[src/rtl/bp_pkg.sv]
// Types shared between the trace driver and the branch predictor it exercises.
package bp_pkg;

    // 2-bit saturating predictor state; bit 1 set means "predict taken".
    typedef logic [1:0] state_t;

endpackage

[src/rtl/bp_trace_driver_if.sv]
// Control and predictor-facing signals of the branch-predictor trace driver.
interface bp_trace_driver_if #(
    parameter int PAT_W = 32,
    parameter int CNT_W = 16
);
    localparam int LEN_W = $clog2(PAT_W) + 1;

    logic                start;
    logic [PAT_W-1:0]    pattern;
    logic [LEN_W-1:0]    length;
    logic [7:0]          passes;
    logic                bp_reset_n;
    logic                taken;
    bp_pkg::state_t      prediction;
    logic                busy;
    logic                done;
    logic [CNT_W-1:0]    hit_count;
    logic [CNT_W-1:0]    miss_count;

    modport master (
        output start, pattern, length, passes, prediction,
        input  bp_reset_n, taken, busy, done, hit_count, miss_count
    );

    modport slave (
        input  start, pattern, length, passes, prediction,
        output bp_reset_n, taken, busy, done, hit_count, miss_count
    );

endinterface

[src/rtl/bp_trace_driver.sv]
// Replays a captured branch-outcome pattern into a predictor, resetting it first,
// and scores each prediction against the outcome it is about to be trained on.
module bp_trace_driver #(
    parameter int PAT_W = 32,
    parameter int CNT_W = 16
) (
    input  logic             clk,
    input  logic             reset,
    bp_trace_driver_if.slave bus
);

    localparam int                LEN_W   = $clog2(PAT_W) + 1;
    localparam int                IDX_W   = (PAT_W > 1) ? $clog2(PAT_W) : 1;
    localparam logic [LEN_W-1:0]  MAX_LEN = LEN_W'(PAT_W);
    localparam logic [CNT_W-1:0]  CNT_MAX = '1;

    typedef enum logic [1:0] {
        S_IDLE,
        S_RST,
        S_RUN,
        S_DONE
    } fsm_t;

    fsm_t             state_q,    state_d;
    logic [PAT_W-1:0] pattern_q,  pattern_d;
    logic [LEN_W-1:0] length_q,   length_d;
    logic [7:0]       passes_q,   passes_d;
    logic [IDX_W-1:0] idx_q,      idx_d;
    logic [7:0]       pass_q,     pass_d;
    logic             rst_cnt_q,  rst_cnt_d;
    logic [CNT_W-1:0] hit_q,      hit_d;
    logic [CNT_W-1:0] miss_q,     miss_d;
    logic             bp_rst_n_q, bp_rst_n_d;

    logic             taken_w;
    logic             pred_taken;
    logic             last_idx;
    logic             cfg_bad;

    always_comb begin
        pred_taken = (bus.prediction >= 2'b10);
        taken_w    = 1'b0;
        if (state_q == S_RUN) begin
            taken_w = pattern_q[idx_q];
        end
        last_idx = (LEN_W'(idx_q) == (length_q - LEN_W'(1)));
        cfg_bad  = (bus.length == '0) || (bus.length > MAX_LEN) || (bus.passes == 8'd0);
    end

    always_comb begin
        state_d    = state_q;
        pattern_d  = pattern_q;
        length_d   = length_q;
        passes_d   = passes_q;
        idx_d      = idx_q;
        pass_d     = pass_q;
        rst_cnt_d  = rst_cnt_q;
        hit_d      = hit_q;
        miss_d     = miss_q;
        bp_rst_n_d = 1'b1;

        case (state_q)
            S_IDLE: begin
                if (bus.start) begin
                    pattern_d = bus.pattern;
                    length_d  = bus.length;
                    passes_d  = bus.passes;
                    hit_d     = '0;
                    miss_d    = '0;
                    rst_cnt_d = 1'b0;
                    // An empty trace still completes, but never touches the predictor.
                    state_d   = cfg_bad ? S_DONE : S_RST;
                end
            end

            S_RST: begin
                rst_cnt_d = 1'b1;
                if (rst_cnt_q) begin
                    idx_d   = '0;
                    pass_d  = 8'd1;
                    state_d = S_RUN;
                end
            end

            S_RUN: begin
                // The predictor state seen here predates this cycle's training outcome.
                if (pred_taken == taken_w) begin
                    hit_d = (hit_q == CNT_MAX) ? hit_q : hit_q + CNT_W'(1);
                end else begin
                    miss_d = (miss_q == CNT_MAX) ? miss_q : miss_q + CNT_W'(1);
                end
                if (last_idx) begin
                    if (pass_q == passes_q) begin
                        state_d = S_DONE;
                    end else begin
                        idx_d  = '0;
                        pass_d = pass_q + 8'd1;
                    end
                end else begin
                    idx_d = idx_q + IDX_W'(1);
                end
            end

            S_DONE: begin
                state_d = S_IDLE;
            end

            default: begin
                state_d = S_IDLE;
            end
        endcase
    end

    always_ff @(posedge clk) begin
        if (reset) begin
            state_q    <= S_IDLE;
            pattern_q  <= '0;
            length_q   <= '0;
            passes_q   <= '0;
            idx_q      <= '0;
            pass_q     <= '0;
            rst_cnt_q  <= 1'b0;
            hit_q      <= '0;
            miss_q     <= '0;
            bp_rst_n_q <= 1'b0;
        end else begin
            state_q    <= state_d;
            pattern_q  <= pattern_d;
            length_q   <= length_d;
            passes_q   <= passes_d;
            idx_q      <= idx_d;
            pass_q     <= pass_d;
            rst_cnt_q  <= rst_cnt_d;
            hit_q      <= hit_d;
            miss_q     <= miss_d;
            bp_rst_n_q <= bp_rst_n_d;
        end
    end

    // The predictor is held in reset both by our own reset and by the RST phase.
    assign bus.bp_reset_n = bp_rst_n_q && (state_q != S_RST);
    assign bus.taken      = taken_w;
    assign bus.busy       = (state_q == S_RST) || (state_q == S_RUN);
    assign bus.done       = (state_q == S_DONE);
    assign bus.hit_count  = hit_q;
    assign bus.miss_count = miss_q;

endmodule

[src/flat_wrapper.sv]
// flat-port wrapper written by rule: the top's interface ports become plain ports
module bp_trace_driver_flat 
#(
    parameter int PAT_W = 32,
    parameter int CNT_W = 16
)
  (clk, reset, bus_start, bus_pattern, bus_length, bus_passes, bus_prediction, bus_bp_reset_n, bus_taken, bus_busy, bus_done, bus_hit_count, bus_miss_count);
  bp_trace_driver_if #(.PAT_W(PAT_W), .CNT_W(CNT_W)) bus_i ();
  input  logic clk;
  input  logic reset;
  input wire logic [$bits(bus_i.start)-1:0] bus_start;
  input wire logic [$bits(bus_i.pattern)-1:0] bus_pattern;
  input wire logic [$bits(bus_i.length)-1:0] bus_length;
  input wire logic [$bits(bus_i.passes)-1:0] bus_passes;
  input wire logic [$bits(bus_i.prediction)-1:0] bus_prediction;
  output wire logic [$bits(bus_i.bp_reset_n)-1:0] bus_bp_reset_n;
  output wire logic [$bits(bus_i.taken)-1:0] bus_taken;
  output wire logic [$bits(bus_i.busy)-1:0] bus_busy;
  output wire logic [$bits(bus_i.done)-1:0] bus_done;
  output wire logic [$bits(bus_i.hit_count)-1:0] bus_hit_count;
  output wire logic [$bits(bus_i.miss_count)-1:0] bus_miss_count;
  assign bus_i.start = bus_start;
  assign bus_i.pattern = bus_pattern;
  assign bus_i.length = bus_length;
  assign bus_i.passes = bus_passes;
  assign bus_i.prediction = bus_prediction;
  assign bus_bp_reset_n = bus_i.bp_reset_n;
  assign bus_taken = bus_i.taken;
  assign bus_busy = bus_i.busy;
  assign bus_done = bus_i.done;
  assign bus_hit_count = bus_i.hit_count;
  assign bus_miss_count = bus_i.miss_count;
  bp_trace_driver #(.PAT_W(PAT_W), .CNT_W(CNT_W)) u_core (.clk(clk), .reset(reset), .bus(bus_i));
endmodule
[config.mk]
export PLATFORM = sky130hd
export DESIGN_NAME = bp_trace_driver_flat
export DESIGN_NICKNAME = d
export VERILOG_FILES = /design/src/rtl/bp_pkg.sv /design/src/rtl/bp_trace_driver_if.sv /design/src/rtl/bp_trace_driver.sv /design/src/flat_wrapper.sv
export SDC_FILE = /design/constraint.sdc
export NUM_CORES = 1
export LEC_CHECK = 0
export ABC_AREA = 0
export CORE_MARGIN = 2
export CORE_UTILIZATION = 57
export CTS_CLUSTER_DIAMETER = 150
export DETAILED_ROUTE_END_ITERATION = 16
export PLACE_DENSITY = 0.95
export SETUP_SLACK_MARGIN = 0.15
export SYNTH_ARGS = -nofsm -noshare
export SYNTH_HDL_FRONTEND = slang
export SYNTH_SLANG_ARGS = --single-unit
export TNS_END_PERCENT = 100
[constraint.sdc]
create_clock -name clk -period 6.8 [get_ports clk]
set_input_delay 1.36 -clock clk [delete_from_list [all_inputs] [get_ports clk]]
set_output_delay 1.36 -clock clk [all_outputs]
set_load 0.01 [all_outputs]
=== Yosys cells after proc, flatten, opt, wreduce, memory -nomap -nowiden ===
Index checks and enable logic that the tools add are counted.

* Word-level logic and storage cells: 81
* Register bits after elaboration: 95

* Order comparisons: 3
* Muxes and demuxes: 27
* Add/subtract/negate cells: 5
* Reductions and logical operators: 17
* Equal/unequal tests: 19

{| class="wikitable"
|+ Operators with widths
! operator !! count
|-
| two-way mux 16 bit || 5
|-
| one-hot mux 16 bit (2 select lines) || 2
|-
| adder 16 x 1 -> 16 bit (second input constant) || 2
|-
| == test 16 bit (second input constant) || 2
|-
| two-way mux 8 bit || 3
|-
| one-hot mux 8 bit (2 select lines) || 1
|-
| AND reduction 4 bit || 4
|-
| two-way mux 5 bit || 3
|-
| != test 2 bit (second input constant) || 7
|-
| two-way mux 2 bit || 5
|-
| one-hot mux 5 bit (2 select lines) || 1
|-
| adder 8 x 1 -> 8 bit (second input constant) || 1
|-
| == test 8 bit || 1
|-
| logical NOT 8 bit || 1
|-
| one-hot mux 2 bit (4 select lines) || 1
|-
| == test 5 x 6 -> 1 bit || 1
|-
| > comparator 6 bit (second input constant) || 1
|-
| logical NOT 6 bit || 1
|-
| less-than comparator 5 x 6 -> 1 bit (second input constant) || 1
|-
| != test 2 x 1 -> 1 bit (second input constant) || 3
|-
| nonzero test 2 bit || 3
|-
| subtractor 6 x 1 -> 6 bit (second input constant) || 1
|-
| adder 5 x 1 -> 5 bit (second input constant) || 1
|-
| binary-select mux 1 bit (select 5 bit) || 1
|-
| 12 further kinds || 19
|}

=== Longest topological paths before layout ===
Gate-level depths: netlist (run 1).

* Word-level depth: 6
* Depth in mapped cells: 11

=== Worst setup path after synthesis (run 1) ===
No wires, ideal clock.

* Kind: register to output
* Start point: register u_core.idx_q[0]
* End point: output port bus_taken
* Slack: 3.798 ns
* Arrival time: 1.642 ns
* Cell stages (with the launch flop): 6
* Path through: dfxtp_1 > buf_2 > mux4_2 > and3_1 > nor4_1 > a221oi_2

* Longest elaborated chain between the ends: 3

{| class="wikitable"
|+ Ends and longest elaborated chain
! element !! RTL line !! source
|-
| start, declared || bp_trace_driver.sv:28 || <nowiki>logic [IDX_W-1:0] idx_q, idx_d;</nowiki>
|-
| start signal, assigned || bp_trace_driver.sv:131 || <nowiki>idx_q <= idx_d;</nowiki>
|-
| binary-select mux 1 bit (select 5 bit) || bp_trace_driver.sv:44 || <nowiki>taken_w = pattern_q[idx_q];</nowiki>
|-
| two-way mux 1 bit (not written as such) || bp_trace_driver.sv:44 ||
|-
| two-way mux 1 bit || bp_trace_driver.sv:43 || <nowiki>if (state_q == S_RUN) begin</nowiki>
|-
| end, declared || flat_wrapper.sv:17 || <nowiki>output wire logic [$bits(bus_i.taken)-1:0] bus_taken;</nowiki>
|}

No other way between the ends. The select of a mux whose other input is x is not followed.

=== Final worst setup path (run 1) ===
* Start point: register u_core.idx_q[1]
* End point: output port bus_taken

The elaborated chain is that of the path after synthesis.

==> impl_metrics.yaml, run 1 <==
outcome:
  result_of_the_run: "finished, final reports clean"
clock_tree:
  ctsLongestPathBuffers: 2
  clock-root-buffer: "clkbuf_8"
  hold_buffer_count_at_cts: 0
  path_clk_slew_ps: 90
  cts-resized-gates: 0
  clkLatencyLatePin_ps: 370
  tritoncts_clock_tree: "done"
  cts_made_buffers: 9
  cts.sinks: 95
  post-cts-setup-buffer-count: 0
  htreeDepth: 3
pwr:
  switching_share: 0.372
  share_seq_of_total_power: 0.406
  totalPowerFinal_uw: 1630
  power.combinational.fraction: 0.339
  vdd_ir_drop_max_mv: 0.151
  pwr_density_cell_mw_per_mm2: 279
  internal_power_uw: 1020
  p_leak_uw: 0.00204
  power.clock.fraction: 0.255
  net-switching-power_uw: 606
logic_synthesis:
  synth_enable_flop_cells: 0
  synth-seq-cells: 95
  mappedNetlistNets: 642
  yosysWarningCount: 0
  dominantRegCellSynth: "dfxtp_1"
  yosysTopAreaCell: "dfxtp_1"
  synth.yosys.seq_area_share: 0.398
  syn_inst: 582
  proportion_of_register_bits_with_asynchronous_set_or_reset_after_synthesis: 0
  synth.lib_cells_used.distinct: 54
  synth_area_mm2: 0.00477
  synth_top_cells_by_area: "dfxtp_1 (40%), nand2_1 (10%), a21oi_1 (6.4%)"
  synthesis.area_per_instance_um2: 8.20
  synth_largest_type_area_fraction: 0.398
drt:
  num_vias: 4511
  wl_um: 11500
  wl_per_cell_um: 15.2
  detail-route-antenna-nets: 0
  detailedRoute.firstPassIterationCount: 4
  1st_iter_drt_viols: 271
  vias_per_cell: 5.96
  drc: 0
setup_path:
  critical_path_class: "register to primary output"
  timing.critical_path.required_ps: 5440
  worstSetupStartpointType: "register"
  arrival_time_of_the_worst_setup_path_ps: 3020
  critical_path.endpoint_type: "primary output"
  crit_path_max_fanout: 15
placed_design:
  gp_congestion: 0.882
  place.detailed.hpwl_um: 8030
  setup_slack_placement_ps: 2570
  io_buffers: 85
global_routing:
  grt.overflow.total: 0
  grt_pass1_wl_um: 18600
  grt.total_usage: 0.254
  grt_antenna_before_repair: 0
  grt_start_max_net_pins: 63
  grt_pass1_vias: 4108
final_layout:
  post_layout_net_count: 707
  final_util: 0.715
  fill_cells: 632
  area_delta_synth_final_pct: 22.4
  layout.cells.most_common_list: "nand2_1 (130), dfxtp_1 (95), clkdlybuf4s50_1 (84)"
  drive_above_1_share: 0.0567
  n_antenna_cell: 0
  most_common_library_cell_in_the_layout_ignoring_fill_and_taps: "nand2_1"
sta:
  final.hold.worst_slack_ps: 459
  relative_slew_slack: 0.196
  worstMarginPinSlew_ps: 1190
  fin_skew_ps: 8.62
  worst_slack_ps: 2420
  setup_tns_ps: 0
  final_period_minus_worst_setup_slack_ps: 4380
  grt_setup_unrepaired: "no"
  fmax_mhz: 228
  period_utilisation_layout: 0.644
  finalSetupViolations: 0
  final_max_slew_viol_count: 0
  hold_violations: 0
min_path:
  worstHoldPathType: "register to register"
die:
  ioPinCount: 87
  fp-row-count: 33
  total_core_area_mm2: 0.00818
  fp.dieH_um: 95.5
  die_area_mm2: 0.00912
  start_util: 0.584
  die_boundary_width_um: 95.5
job:
  timing.max_cap.violations: 0
[power groups by stage]
stage                     sequential [uW]  clock (uW)  combinational, uW
after global placement                670           0                521
after floorplan                       658           0                420
after global routing                  670         441                610
final                                 662         416                552
after CTS                             662         418                550
after detailed placement              674           0                547
[Yosys cell counts, types with 3 or more instances]
| cell type | n |
|---|---|
| buf_1 | 3 |
| xnor2_1 | 21 |
| nand4_1 | 9 |
| or4_1 | 4 |
| and3_1 | 16 |
| nor4_4 | 3 |
| o21ai_0 | 15 |
| o21a_1 | 3 |
| o41ai_1 | 3 |
| a211o_1 | 3 |
| inv_1 | 11 |
| o31ai_1 | 3 |
| nor3_1 | 10 |
| nor4_1 | 8 |
| nand2_1 | 130 |
| nor2_1 | 33 |
| a221o_1 | 5 |
| a31oi_1 | 9 |
| or3_1 | 7 |
| mux2_2 | 3 |
| xor2_1 | 8 |
| nand3_1 | 17 |
| nor4b_1 | 3 |
| mux2i_1 | 13 |
| nand2b_1 | 4 |
| clkbuf_1 | 23 |
| o211ai_1 | 8 |
| a21oi_1 | 61 |
| nor3b_1 | 3 |
| ha_1 | 9 |
| o311ai_0 | 5 |
| mux4_2 | 5 |
| buf_2 | 5 |
| dfxtp_1 | 95 |
[cell families after synthesis]
family          after synthesis  share of synthesized area
simple gates                255                      0.259
fa+ha+maj                     9                     0.0236
xor+xnor                     29                     0.0532
compound gates              128                      0.169
flops                        95                      0.398
buf+inv                      45                     0.0398
mux                          21                     0.0579
[registers in the layout (all words and copies together), names as in the netlist]
| signal | flops |
|---|---|
| u_core.passes_q | 8 |
| u_core.bus.hit_count | 16 |
| u_core.idx_q | 5 |
| u_core.pattern_q | 32 |
| u_core.pass_q | 8 |
| u_core.bp_rst_n_q | 1 |
| u_core.length_q | 6 |
| u_core.rst_cnt_q | 1 |
| u_core.bus.miss_count | 16 |
| u_core.state_q | 2 |
[worst max-delay path, stage by stage (launching register included)]
cell             delay [ps]
dfxtp_1                 810
mux4_2                  350
mux2_2                  150
a21boi_0                100
a221oi_2                580
clkdlybuf4s50_1         650
[path summary, 6_finish.rpt]
kind,start,end,slack (ps),depth (start not counted)
worst min register to register,u_core.pattern_q[2],u_core.pattern_q[2],460,2
worst max-delay path,u_core.idx_q[1],bus_taken,2420,5
worst min-delay path,u_core.pattern_q[2],u_core.pattern_q[2],460,2
worst max register to register,u_core.idx_q[1],u_core.bus.hit_count[8],3230,7
[through the flow]
| stage | std cells | cell area [um^2] |
|---|---|---|
| floorplan | 582 | 4770 |
| global placement | 741 | 5630 |
| detailed placement | 741 | 5630 |
| CTS | 757 | 5840 |
| global route | 757 | 5840 |
| finish | 757 | 5840 |
[layer usage]
metal	global-route usage	vias to the layer above	part of all wire
li1	-	2204	-
met1	0.318	2107	0.42
met2	0.438	181	0.50
met3	0.0411	19	0.063
met4	0.0988	0	0.020
met5	0	-	0
[cell type report]
type	instances	area, um^2	share of cell area
clock buffers	9	124	0.0212
clock inverters	7	95.1	0.0163
multi-input cells	442	2680	0.459
repair buffers	88	868	0.149
flip-flops and latches	95	1900	0.325
inverters	11	41.3	0.00706
well taps	105	131	0.0225
Note: power is estimated with default switching activity, not from simulation.
==> run 2, diff against run 1 <==
--- a/config.mk
+++ b/config.mk
@@ -7,10 +7,10 @@
 export LEC_CHECK = 0
 export ABC_AREA = 0
 export CORE_MARGIN = 2
-export CORE_UTILIZATION = 57
+export CORE_UTILIZATION = 53
 export CTS_CLUSTER_DIAMETER = 150
 export DETAILED_ROUTE_END_ITERATION = 16
-export PLACE_DENSITY = 0.95
+export PLACE_DENSITY = 0.93
 export SETUP_SLACK_MARGIN = 0.15
 export SYNTH_ARGS = -nofsm -noshare
 export SYNTH_HDL_FRONTEND = slang
==> constraint.sdc (replaced) <==
create_clock -name clk -period 4.5 [get_ports clk]
set_input_delay 0.9 -clock clk [delete_from_list [all_inputs] [get_ports clk]]
set_output_delay 0.9 -clock clk [all_outputs]
set_load 0.01 [all_outputs]
==> run 2 against run 1 <==
Compared with the run above:
- combinational power rose by 51%
- first-iteration DRC count fell by 18%
- critical endpoint unchanged
- sequential cell count did not move
- register-to-register slack got worse by 1900 ps
- via count fell by 0.35%
- largest cell class unchanged
- clock power rose by 49%
- global-route usage fell by 2.5 points
- critical path depth did not move
- non-clock buffer count rose by 3
==> impl_metrics.yaml, run 2 (synthesis gave the netlist of run 1 again) <==
die:
  die_area_mm2: 0.00978
  die_boundary_width_um: 98.9
  total_core_area_mm2: 0.00872
  start_util: 0.547
  fp-row-count: 34
  ioPinCount: 87
  fp.dieH_um: 98.9
clock_tree:
  cts.sinks: 95
  clkLatencyLatePin_ps: 370
  ctsLongestPathBuffers: 2
  post-cts-setup-buffer-count: 0
  clock-root-buffer: "clkbuf_8"
  htreeDepth: 3
  hold_buffer_count_at_cts: 0
  cts-resized-gates: 0
  tritoncts_clock_tree: "done"
  path_clk_slew_ps: 90
  cts_made_buffers: 9
setup_path:
  crit_path_start: "u_core.idx_q[1]"
  arrival_time_of_the_worst_setup_path_ps: 2990
  worst_path_largest_cell_delay_ps: 820
  critical_path.endpoint_type: "primary output"
  r2r-start: "u_core.idx_q[1]"
  crit_path_max_fanout: 15
  worstSetupStartpointType: "register"
  critical_path_class: "register to primary output"
  timing.critical_path.required_ps: 3600
  timing.critical_path.slowest_stage_cell: "dfxtp_1"
  path_cells: "mux4_2 > mux2_2 > a21boi_0 > a221oi_2 > clkdlybuf4s50_1"
final_layout:
  n_antenna_cell: 0
  max_flop_register: "u_core.pattern_q"
  layout.cells.most_common_list: "nand2_1 (130), dfxtp_1 (95), clkdlybuf4s50_1 (84)"
  multi_input_area_mm2: 0.00268
  drive_above_1_share: 0.0596
  regArea_mm2: 0.00190
  area_delta_synth_final_pct: 23.0
  most_common_library_cell_in_the_layout_ignoring_fill_and_taps: "nand2_1"
  final-instance-count-excl-fill: 762
  largest_register_ffs: 32
  post_layout_net_count: 710
  fill_cells: 714
sta:
  relative_slew_slack: 0.143
  fmax_mhz: 257
  period_utilisation_layout: 0.864
  final_period_minus_worst_setup_slack_ps: 3890
  finalSetupViolations: 0
  final_max_slew_viol_count: 0
  worstMarginPinSlew_ps: 1270
  hold_violations: 0
  worst_slack_ps: 610
  setup_tns_ps: 0
  grt_setup_unrepaired: "no"
  fin_skew_ps: 9.08
  final.hold.worst_slack_ps: 460
min_path:
  worstHoldStart: "u_core.pattern_q[19]"
  worstHoldPathType: "register to register"
placed_design:
  gp_congestion: 0.820
  place.detailed.hpwl_um: 8010
  io_buffers: 85
  placed_cells_incl_taps: 747
  setup_slack_placement_ps: 944
global_routing:
  grt.overflow.total: 0
  grt_pass1_wl_um: 18800
  grt_start_max_net_pins: 57
  grt_pass1_vias: 4175
  grt_antenna_before_repair: 0
  grt.total_usage: 0.230
pwr:
  vdd_ir_drop_max_mv: 0.217
  totalPowerFinal_uw: 2460
  p_leak_uw: 0.00204
  pwr_density_cell_mw_per_mm2: 418
drt:
  detail-route-antenna-nets: 0
  detailedRoute.firstPassIterationCount: 5
  drc: 0
  vias_per_cell: 5.90
  wl_per_cell_um: 14.7
  1st_iter_drt_viols: 222
  wl_um: 11200
  num_vias: 4495
job:
  timing.max_cap.violations: 0
outcome:
  result_of_the_run: "finished, final reports clean"
==> run 2: final cells by class <==
class                           instances  area share
Timing Repair Buffer                   91       0.152
Sequential cell                        95       0.324
Tap cell                              108      0.0230
Clock inverter                          5      0.0141
Multi-Input combinational cell        442       0.457
Inverter                               11     0.00703
Clock buffer                           10      0.0234
==> run 2: worst paths after layout <==
path         cells past startpoint  slack (ps)                        end
min reg2reg                      2         460       u_core.pattern_q[19]
min                              2         460       u_core.pattern_q[19]
max reg2reg                      8        1300  u_core.bus.miss_count[11]
max                              5         610                  bus_taken
==> run 2: power breakdown <==
part	switching [uW]	internal [uW]	total [uW]
Combinational	529	306	835
Clock	297	325	621
Sequential	69.6	931	1000
Total	896	1560	2460
==> run 2: routing by layer <==
metal,vias up,global-route usage,part of all wire
met5,-,0,0
met4,0,0.0569,0.011
met3,10,0.0390,0.055
met2,138,0.410,0.50
met1,2140,0.288,0.43
li1,2207,-,-
==> run 2: worst max-delay path, delay by kind of cell, from the launching register on <==
kind / cells / cell delay (ps)
compound gates: 2 / 390
buf+inv: 1 / 540
flops: 1 / 820
mux: 2 / 870
==> run 2: through the flow <==
| stage | cell area, um^2 | utilization |
|---|---|---|
| 2_1_floorplan | 4770 | - |
| 3_3_place_gp | 5650 | 0.648 |
| 3_5_place_dp | 5650 | 0.648 |
| 4_1_cts | 5870 | 0.673 |
| 5_1_grt | 5870 | 0.673 |
| 6_report | 5870 | 0.673 |
